File: src/rtl/fertilising_scheduler_if.sv
// Operator/sensor inputs and actuator/status outputs of the fertilising scheduler.
interface fertilising_scheduler_if #(
  parameter int unsigned CNT_W = 8
);
  logic             fertilise_push;
  logic             splinker;
  logic             critical_level;
  logic             empty_tank;
  logic             fertilising;
  logic             cleaning;
  logic             alarm;
  logic             busy;
  logic [CNT_W-1:0] dose_count;

  // Operator / environment side
  modport master (
    output fertilise_push, splinker, critical_level, empty_tank,
    input  fertilising, cleaning, alarm, busy, dose_count
  );

  // Scheduler side
  modport slave (
    input  fertilise_push, splinker, critical_level, empty_tank,
    output fertilising, cleaning, alarm, busy, dose_count
  );
endinterface

File: src/rtl/fertilising_scheduler.sv
// Fertilisation cycle sequencer: WAIT for sprinkler, DOSE, CLEAN, with latched ALARM.
module fertilising_scheduler #(
  parameter int unsigned WAIT_TICKS  = 16,
  parameter int unsigned DOSE_TICKS  = 8,
  parameter int unsigned CLEAN_TICKS = 4,
  parameter int unsigned CNT_W       = 8
) (
  input logic                   clock,
  input logic                   reset,
  fertilising_scheduler_if.slave bus
);

  localparam int unsigned MAX_WD    = (WAIT_TICKS > DOSE_TICKS) ? WAIT_TICKS : DOSE_TICKS;
  localparam int unsigned MAX_TICKS = (MAX_WD > CLEAN_TICKS) ? MAX_WD : CLEAN_TICKS;
  localparam int unsigned TW        = (MAX_TICKS > 1) ? $clog2(MAX_TICKS) : 1;

  // Encoding chosen so each output is a single state flop:
  // bit0 = busy, bit1 = valve, bit2 = pump, bit3 = alarm.
  typedef enum logic [3:0] {
    IDLE  = 4'b0000,
    WAIT  = 4'b0001,
    DOSE  = 4'b0011,
    CLEAN = 4'b0101,
    ALARM = 4'b1000
  } state_t;

  state_t           state;
  logic [TW-1:0]    timer;
  logic [CNT_W-1:0] count;
  logic             push_q;
  logic             primed;
  logic             alarm_pending;
  logic             push_rise;

  // Operator request edge; suppressed on the first cycle out of reset so a held button is ignored.
  assign push_rise = bus.fertilise_push & ~push_q & primed;

  // Sequencer: state, shared down-counter, pending-alarm flag and dose counter.
  always_ff @(posedge clock or posedge reset) begin
    if (reset) begin
      state         <= IDLE;
      timer         <= '0;
      count         <= '0;
      push_q        <= 1'b0;
      primed        <= 1'b0;
      alarm_pending <= 1'b0;
    end else begin
      push_q <= bus.fertilise_push;
      primed <= 1'b1;
      case (state)
        IDLE: begin
          if (push_rise) begin
            if (bus.critical_level) begin
              state <= ALARM;
            end else begin
              state <= WAIT;
              timer <= TW'(WAIT_TICKS - 1);
            end
          end
        end
        WAIT: begin
          if (bus.critical_level) begin
            state <= ALARM;
          end else if (bus.splinker) begin
            state <= DOSE;
            timer <= TW'(DOSE_TICKS - 1);
          end else if (timer == '0) begin
            state <= ALARM;
          end else begin
            timer <= timer - 1'b1;
          end
        end
        DOSE: begin
          if (bus.critical_level) begin
            state <= CLEAN;
            timer <= TW'(CLEAN_TICKS - 1);
          end else if (!bus.splinker) begin
            state         <= CLEAN;
            timer         <= TW'(CLEAN_TICKS - 1);
            alarm_pending <= 1'b1;
          end else if (timer == '0) begin
            state <= CLEAN;
            timer <= TW'(CLEAN_TICKS - 1);
            if (count != '1) count <= count + 1'b1;
          end else begin
            timer <= timer - 1'b1;
          end
        end
        CLEAN: begin
          if (timer == '0 || bus.empty_tank) begin
            state         <= alarm_pending ? ALARM : IDLE;
            alarm_pending <= 1'b0;
          end else begin
            timer <= timer - 1'b1;
          end
        end
        ALARM: begin
          if (push_rise && !bus.critical_level) state <= IDLE;
        end
        default: state <= IDLE;
      endcase
    end
  end

  // Outputs straight from state flops; pump additionally gated by an empty tank.
  assign bus.busy        = state[0];
  assign bus.fertilising = state[1];
  assign bus.cleaning    = state[2] & ~bus.empty_tank;
  assign bus.alarm       = state[3];
  assign bus.dose_count  = count;

endmodule

File: src/flat_wrapper.sv
// flat-port wrapper written by rule: the top's interface ports become plain ports
module fertilising_scheduler_flat 
#(
  parameter int unsigned WAIT_TICKS  = 16,
  parameter int unsigned DOSE_TICKS  = 8,
  parameter int unsigned CLEAN_TICKS = 4,
  parameter int unsigned CNT_W       = 8
)
  (clock, reset, bus_fertilise_push, bus_splinker, bus_critical_level, bus_empty_tank, bus_fertilising, bus_cleaning, bus_alarm, bus_busy, bus_dose_count);
  fertilising_scheduler_if #(.CNT_W(CNT_W)) bus_i ();
  input logic clock;
  input logic reset;
  input wire logic [$bits(bus_i.fertilise_push)-1:0] bus_fertilise_push;
  input wire logic [$bits(bus_i.splinker)-1:0] bus_splinker;
  input wire logic [$bits(bus_i.critical_level)-1:0] bus_critical_level;
  input wire logic [$bits(bus_i.empty_tank)-1:0] bus_empty_tank;
  output wire logic [$bits(bus_i.fertilising)-1:0] bus_fertilising;
  output wire logic [$bits(bus_i.cleaning)-1:0] bus_cleaning;
  output wire logic [$bits(bus_i.alarm)-1:0] bus_alarm;
  output wire logic [$bits(bus_i.busy)-1:0] bus_busy;
  output wire logic [$bits(bus_i.dose_count)-1:0] bus_dose_count;
  assign bus_i.fertilise_push = bus_fertilise_push;
  assign bus_i.splinker = bus_splinker;
  assign bus_i.critical_level = bus_critical_level;
  assign bus_i.empty_tank = bus_empty_tank;
  assign bus_fertilising = bus_i.fertilising;
  assign bus_cleaning = bus_i.cleaning;
  assign bus_alarm = bus_i.alarm;
  assign bus_busy = bus_i.busy;
  assign bus_dose_count = bus_i.dose_count;
  fertilising_scheduler #(.WAIT_TICKS(WAIT_TICKS), .DOSE_TICKS(DOSE_TICKS), .CLEAN_TICKS(CLEAN_TICKS), .CNT_W(CNT_W)) u_core (.clock(clock), .reset(reset), .bus(bus_i));
endmodule
File: config.mk
export PLATFORM = sky130hd
export DESIGN_NAME = fertilising_scheduler_flat
export DESIGN_NICKNAME = d
export VERILOG_FILES = /design/src/rtl/fertilising_scheduler_if.sv /design/src/rtl/fertilising_scheduler.sv /design/src/flat_wrapper.sv
export SDC_FILE = /design/constraint.sdc
export NUM_CORES = 1
export LEC_CHECK = 0
export BUFFER_PORTS_ARGS = -buffer_cell sky130_fd_sc_hd__buf_2
export CORE_AREA = 2 2 51 53
export CTS_BUF_LIST = sky130_fd_sc_hd__clkbuf_8
export DETAILED_ROUTE_END_ITERATION = 12
export DIE_AREA = 0 0 53 55
export PLACE_DENSITY = 0.73
export RECOVER_POWER = 50
export SLEW_MARGIN = 20
export SYNTH_ARGS = -nofsm -noshare
export SYNTH_HDL_FRONTEND = slang
export SYNTH_SLANG_ARGS = --single-unit
File: constraint.sdc
create_clock -name clock -period 1.7 [get_ports clock]
set_input_delay 0.17 -clock clock [delete_from_list [all_inputs] [get_ports clock]]
set_output_delay 0.17 -clock clock [all_outputs]
set_load 0.02 [all_outputs]
Word level (Yosys, flattened, before mapping)

Cells that the tools add are included.

Register bits: 19
Bits of input ports: 6
Output and inout bits: 12
Word-level logic and storage cells: 67

Add/subtract/negate cells: 2
Equality and inequality tests: 16
Muxes and demuxes: 26
Bitwise logic cells: 6
Reductions and logical operators: 11

Operators with widths:

| operator                                              | number |
|---|---|
| two-way mux 4 bit                                     | 20 |
| one-hot mux 4 bit (5 select lines)                    | 1 |
| one-hot mux 4 bit (4 select lines)                    | 1 |
| inequality test 2 bit, second input constant          | 5 |
| AND reduction 5 bit                                   | 2 |
| adder 8 x 1 -> 8 bit, second input constant           | 1 |
| zero test 4 bit                                       | 2 |
| inequality test 4 x 3 -> 1 bit, second input constant | 2 |
| inequality test 8 bit, second input constant          | 1 |
| inequality test 2 x 1 -> 1 bit, second input constant | 3 |
| AND reduction 6 bit                                   | 1 |
| == test 4 x 1 -> 1 bit, second input constant         | 1 |
| == test 4 x 2 -> 1 bit, second input constant         | 1 |
| == test 4 x 3 -> 1 bit, second input constant         | 1 |
| == test 4 bit, second input constant                  | 1 |
| AND reduction 4 bit                                   | 1 |
| nonzero test 4 bit                                    | 1 |
| subtractor 4 x 1 -> 4 bit, second input constant      | 1 |
| AND 1 bit                                             | 3 |
| two-way mux 1 bit                                     | 3 |
| inequality test 3 bit, second input constant          | 1 |
| inverter 1 bit                                        | 3 |
| one-hot mux 1 bit (2 select lines)                    | 1 |
| nonzero test 2 bit                                    | 1 |
| 3 further kinds                                       | 3 |

Longest topological paths before layout

Depth in word-level cells: 6
Depth in mapped cells: 7
Depth with buffers taken out: 7

Least setup slack after synthesis

No wires, ideal clock.

Kind: register -> register
Start: register u_core.state[3]
End: register u_core.timer[1]
Data arrival time: 1.696 ns
Required time: 1.575 ns
Setup slack: -0.121 ns
Stages on the path, launching flop included: 7
Period minus slack after synthesis: 1.821 ns
Cells stage by stage: dfrtp_1 buf_2 nand2b_1 or3_4 o21ai_4 nor3_2 mux2_4

Longest elaborated chain between the ends: 3
Elaborated cells on any way between the ends: 12

Ends and longest elaborated chain:

| item                                                           | line                        | text |
|---|---|---|
| start: declaration                                             | fertilising_scheduler.sv:27 | `state_t state;` |
| start signal: assignment                                       | fertilising_scheduler.sv:91 | `state <= alarm_pending ? ALARM : IDLE;` |
| == test 4 x 1 -> 1 bit (tied with other cells)                 | fertilising_scheduler.sv:50 | `case (state)` |
| inequality test 3 bit (no source line) (tied with other cells) | --                          |  |
| AND reduction 6 bit (no source line)                           | --                          |  |
| end signal: assignment                                         | fertilising_scheduler.sv:57 | `timer <= TW'(WAIT_TICKS - 1);` |
| end signal: assignment                                         | fertilising_scheduler.sv:66 | `timer <= TW'(DOSE_TICKS - 1);` |
| end signal: assignment                                         | fertilising_scheduler.sv:70 | `timer <= timer - 1'b1;` |
| end: declaration                                               | fertilising_scheduler.sv:28 | `logic [TW-1:0] timer;` |

Several ways; a longest one is shown, not always the timed one.
A chain may end at the register's enable or synchronous reset.

Final worst setup path

Start: register u_core.state[3]
End: register u_core.timer[0]

Same word-level chain as after synthesis.

==> results.json <==
{
  "vias": 975,
  "start_util_pct": 48.5,
  "rsz0062_at_grt": "true",
  "period_needed_ns": 1.69,
  "grt_max_degree": 11,
  "grt_overflow": 0,
  "avgRoutedWirePerCell_um": 14.2,
  "grt_pass1_vias": 944,
  "cts.clk_slew.worst_paths_ns": 0.07,
  "synth_edf_count": 0,
  "routed_wl_mm": 2.56,
  "track_usage_pct": 20.2,
  "vdd_drop_max_uv": 595,
  "setup_viol": 0,
  "ioPinCount": 18,
  "postLayoutCoreUtil_pct": 63.5,
  "vias_per_cell": 5.42,
  "drc": 0,
  "status": "completed",
  "syn-cell-area_um2": 1150,
  "mostFrequentLayoutCell": "buf_4",
  "clock.fmax_mhz": 590,
  "async_flop_share_pct": 100,
  "skew_ns": 0.00247,
  "port_buffers": 17,
  "maxCapViolCount": 0,
  "core.rowCount": 18,
  "antenna_left": 0,
  "first_pass_iters": 3,
  "crit_path_end_kind": "register",
  "gp_congestion": 0.815,
  "diodes": 0,
  "synth_nets": 120,
  "cts-htree-levels": 1,
  "synth_warnings": 0,
  "hold_slack_ns": 0.0359,
  "place_hpwl_mm": 1.90,
  "cts_made_buffers": 3,
  "syn_to_final_growth_pct": 31.0,
  "arrival_ns": 1.83,
  "start_kind": "register",
  "path_max_fanout": 5,
  "fin_crit_sh_pct": 99.6,
  "cts_tree": "yes",
  "final_cell_mix": "18 x buf_4, 16 x dfrtp_1, 15 x buf_2, 9 x nor2_1, 9 x nand2_1",
  "yosys_most_used_dff": "dfrtp_1",
  "power.density_nw_per_um2": 889,
  "timing.final.ws_setup_ns": 0.00628,
  "place_ws_ns": 0.0181,
  "avgSynthCellArea_um2": 10.2,
  "syn_inst": 112,
  "clockBufferDepth": 2,
  "die_area_um2": 2920,
  "slew_headroom_pct": 64.8,
  "hold_class": "primary input to register",
  "required_ns": 1.84,
  "nets": 159,
  "worstMarginPinSlew_ns": 0.528,
  "criticalPathCategory": "register to register",
  "dieHeight_um": 55,
  "cts_root_buf": "clkbuf_8",
  "p_leak_nw": 0.706,
  "antenna_found_initial": 0,
  "grt_pass1_wl_mm": 4.17,
  "cts.sinks": 19,
  "ys_types": 45,
  "ys_seq_area_share_pct": 41.5,
  "die_width_um": 53,
  "core_area_um2": 2360,
  "layout-drive-gt1-share_pct": 39.3,
  "clk-insertion-delay-late_ns": 0.26,
  "slew_violations": 0,
  "synth_seq_cells": 19,
  "first_iter_violations": 6,
  "finalHoldViolations": 0
}
-- power breakdown --
part	leakage, nW	internal (mW)	switching [mW]
logic	0.442	0.238	0.217
clock network	0.0269	0.161	0.149
registers	0.238	0.504	0.0675
-- final timing paths --
kind                                       from                        to  slack, ns  cells after the start
max                             u_core.state[3]           u_core.timer[0]      0.006                      6
min                          bus_fertilise_push             u_core.push_q       0.04                      1
max reg2reg                     u_core.state[3]           u_core.timer[0]      0.006                      6
min reg2reg                u_core.alarm_pending      u_core.alarm_pending       0.51                      2
max in group asynchronous                 reset  u_core.bus.dose_count[3]       0.47                      4
min in group asynchronous                 reset           u_core.timer[1]       0.45                      3
-- critical path, cell delays in order (launching register included) --
cell and delay [ns]:
dfrtp_2 0.45, nand2b_4 0.16, or3_4 0.39, o21ai_4 0.19
nor3_4 0.07, buf_4 0.15, o32a_1 0.16
-- repair_timing --
action / in CTS / in global routing
endpoints found under the setup margin: 1 / 6
gates cloned: 0 / 0
buffers inserted: 0 / 5
pin swaps: 0 / 4
hold buffers: 1 / 0
endpoints found under the hold margin: 9 / 0
resized for setup: 2 / 8
-- synthesized netlist by cell type, types with 3 or more instances --
| library cell | n | share of area, % |
|---|---|---|
| dfrtp_1 | 19 | 41 |
| nand2_1 | 9 | 2.9 |
| nor2_1 | 9 | 2.9 |
| nor3_1 | 6 | 2.6 |
| xor2_1 | 6 | 4.6 |
| o21ai_0 | 5 | 2.2 |
| nor3_2 | 4 | 3.5 |
| inv_1 | 3 | 0.98 |
| nand4_1 | 3 | 1.6 |
-- sequential cells by signal, summed over array words and instances, names as in the netlist --
name,count
u_core.primed,1
u_core.alarm_pending,1
u_core.state,4
u_core.push_q,1
u_core.timer,4
u_core.bus.dose_count,8
-- final cells by class --
| cell class | instances | area [um^2] |
|---|---|---|
| Sequential cell | 19 | 479 |
| Inverter | 3 | 11.3 |
| Multi-Input combinational cell | 86 | 686 |
| Fill cell | 220 | 863 |
| Tap cell | 30 | 37.5 |
| Timing Repair Buffer | 38 | 243 |
| Clock buffer | 3 | 41.3 |
| Clock inverter | 1 | 3.75 |
-- per-layer routing --
metal / track usage (%) / share of wire (%) / vias up
met5: 0 / 0 / -
met4: 8.97 / 1.6 / 0
met3: 2.42 / 3.1 / 4
met2: 37.3 / 52 / 15
met1: 23.6 / 43 / 475
li1: - / - / 481
-- cells by family after synthesis --
logic type	share of synthesized area, %
AOI/OAI and AO/OA	15.0
xor gates and xnor gates	6.11
adders and majority gates	2.18
buffers and inverters	3.71
DFF	41.5
muxes	2.29
other	0.327
and+or+nand+nor	28.9
-- through the flow --
stage               power, mW  cells  setup TNS (ns)  area (um^2)
finish                   1.33    180               0         1500
global route             1.40    180         -0.0762         1500
CTS                      1.28    175               0         1430
detailed placement      0.966    170               0         1370
global placement        0.949    170               0         1370
floorplan               0.829    112         -0.0597         1170
No activity file was read; power rests on OpenSTA's default activity.
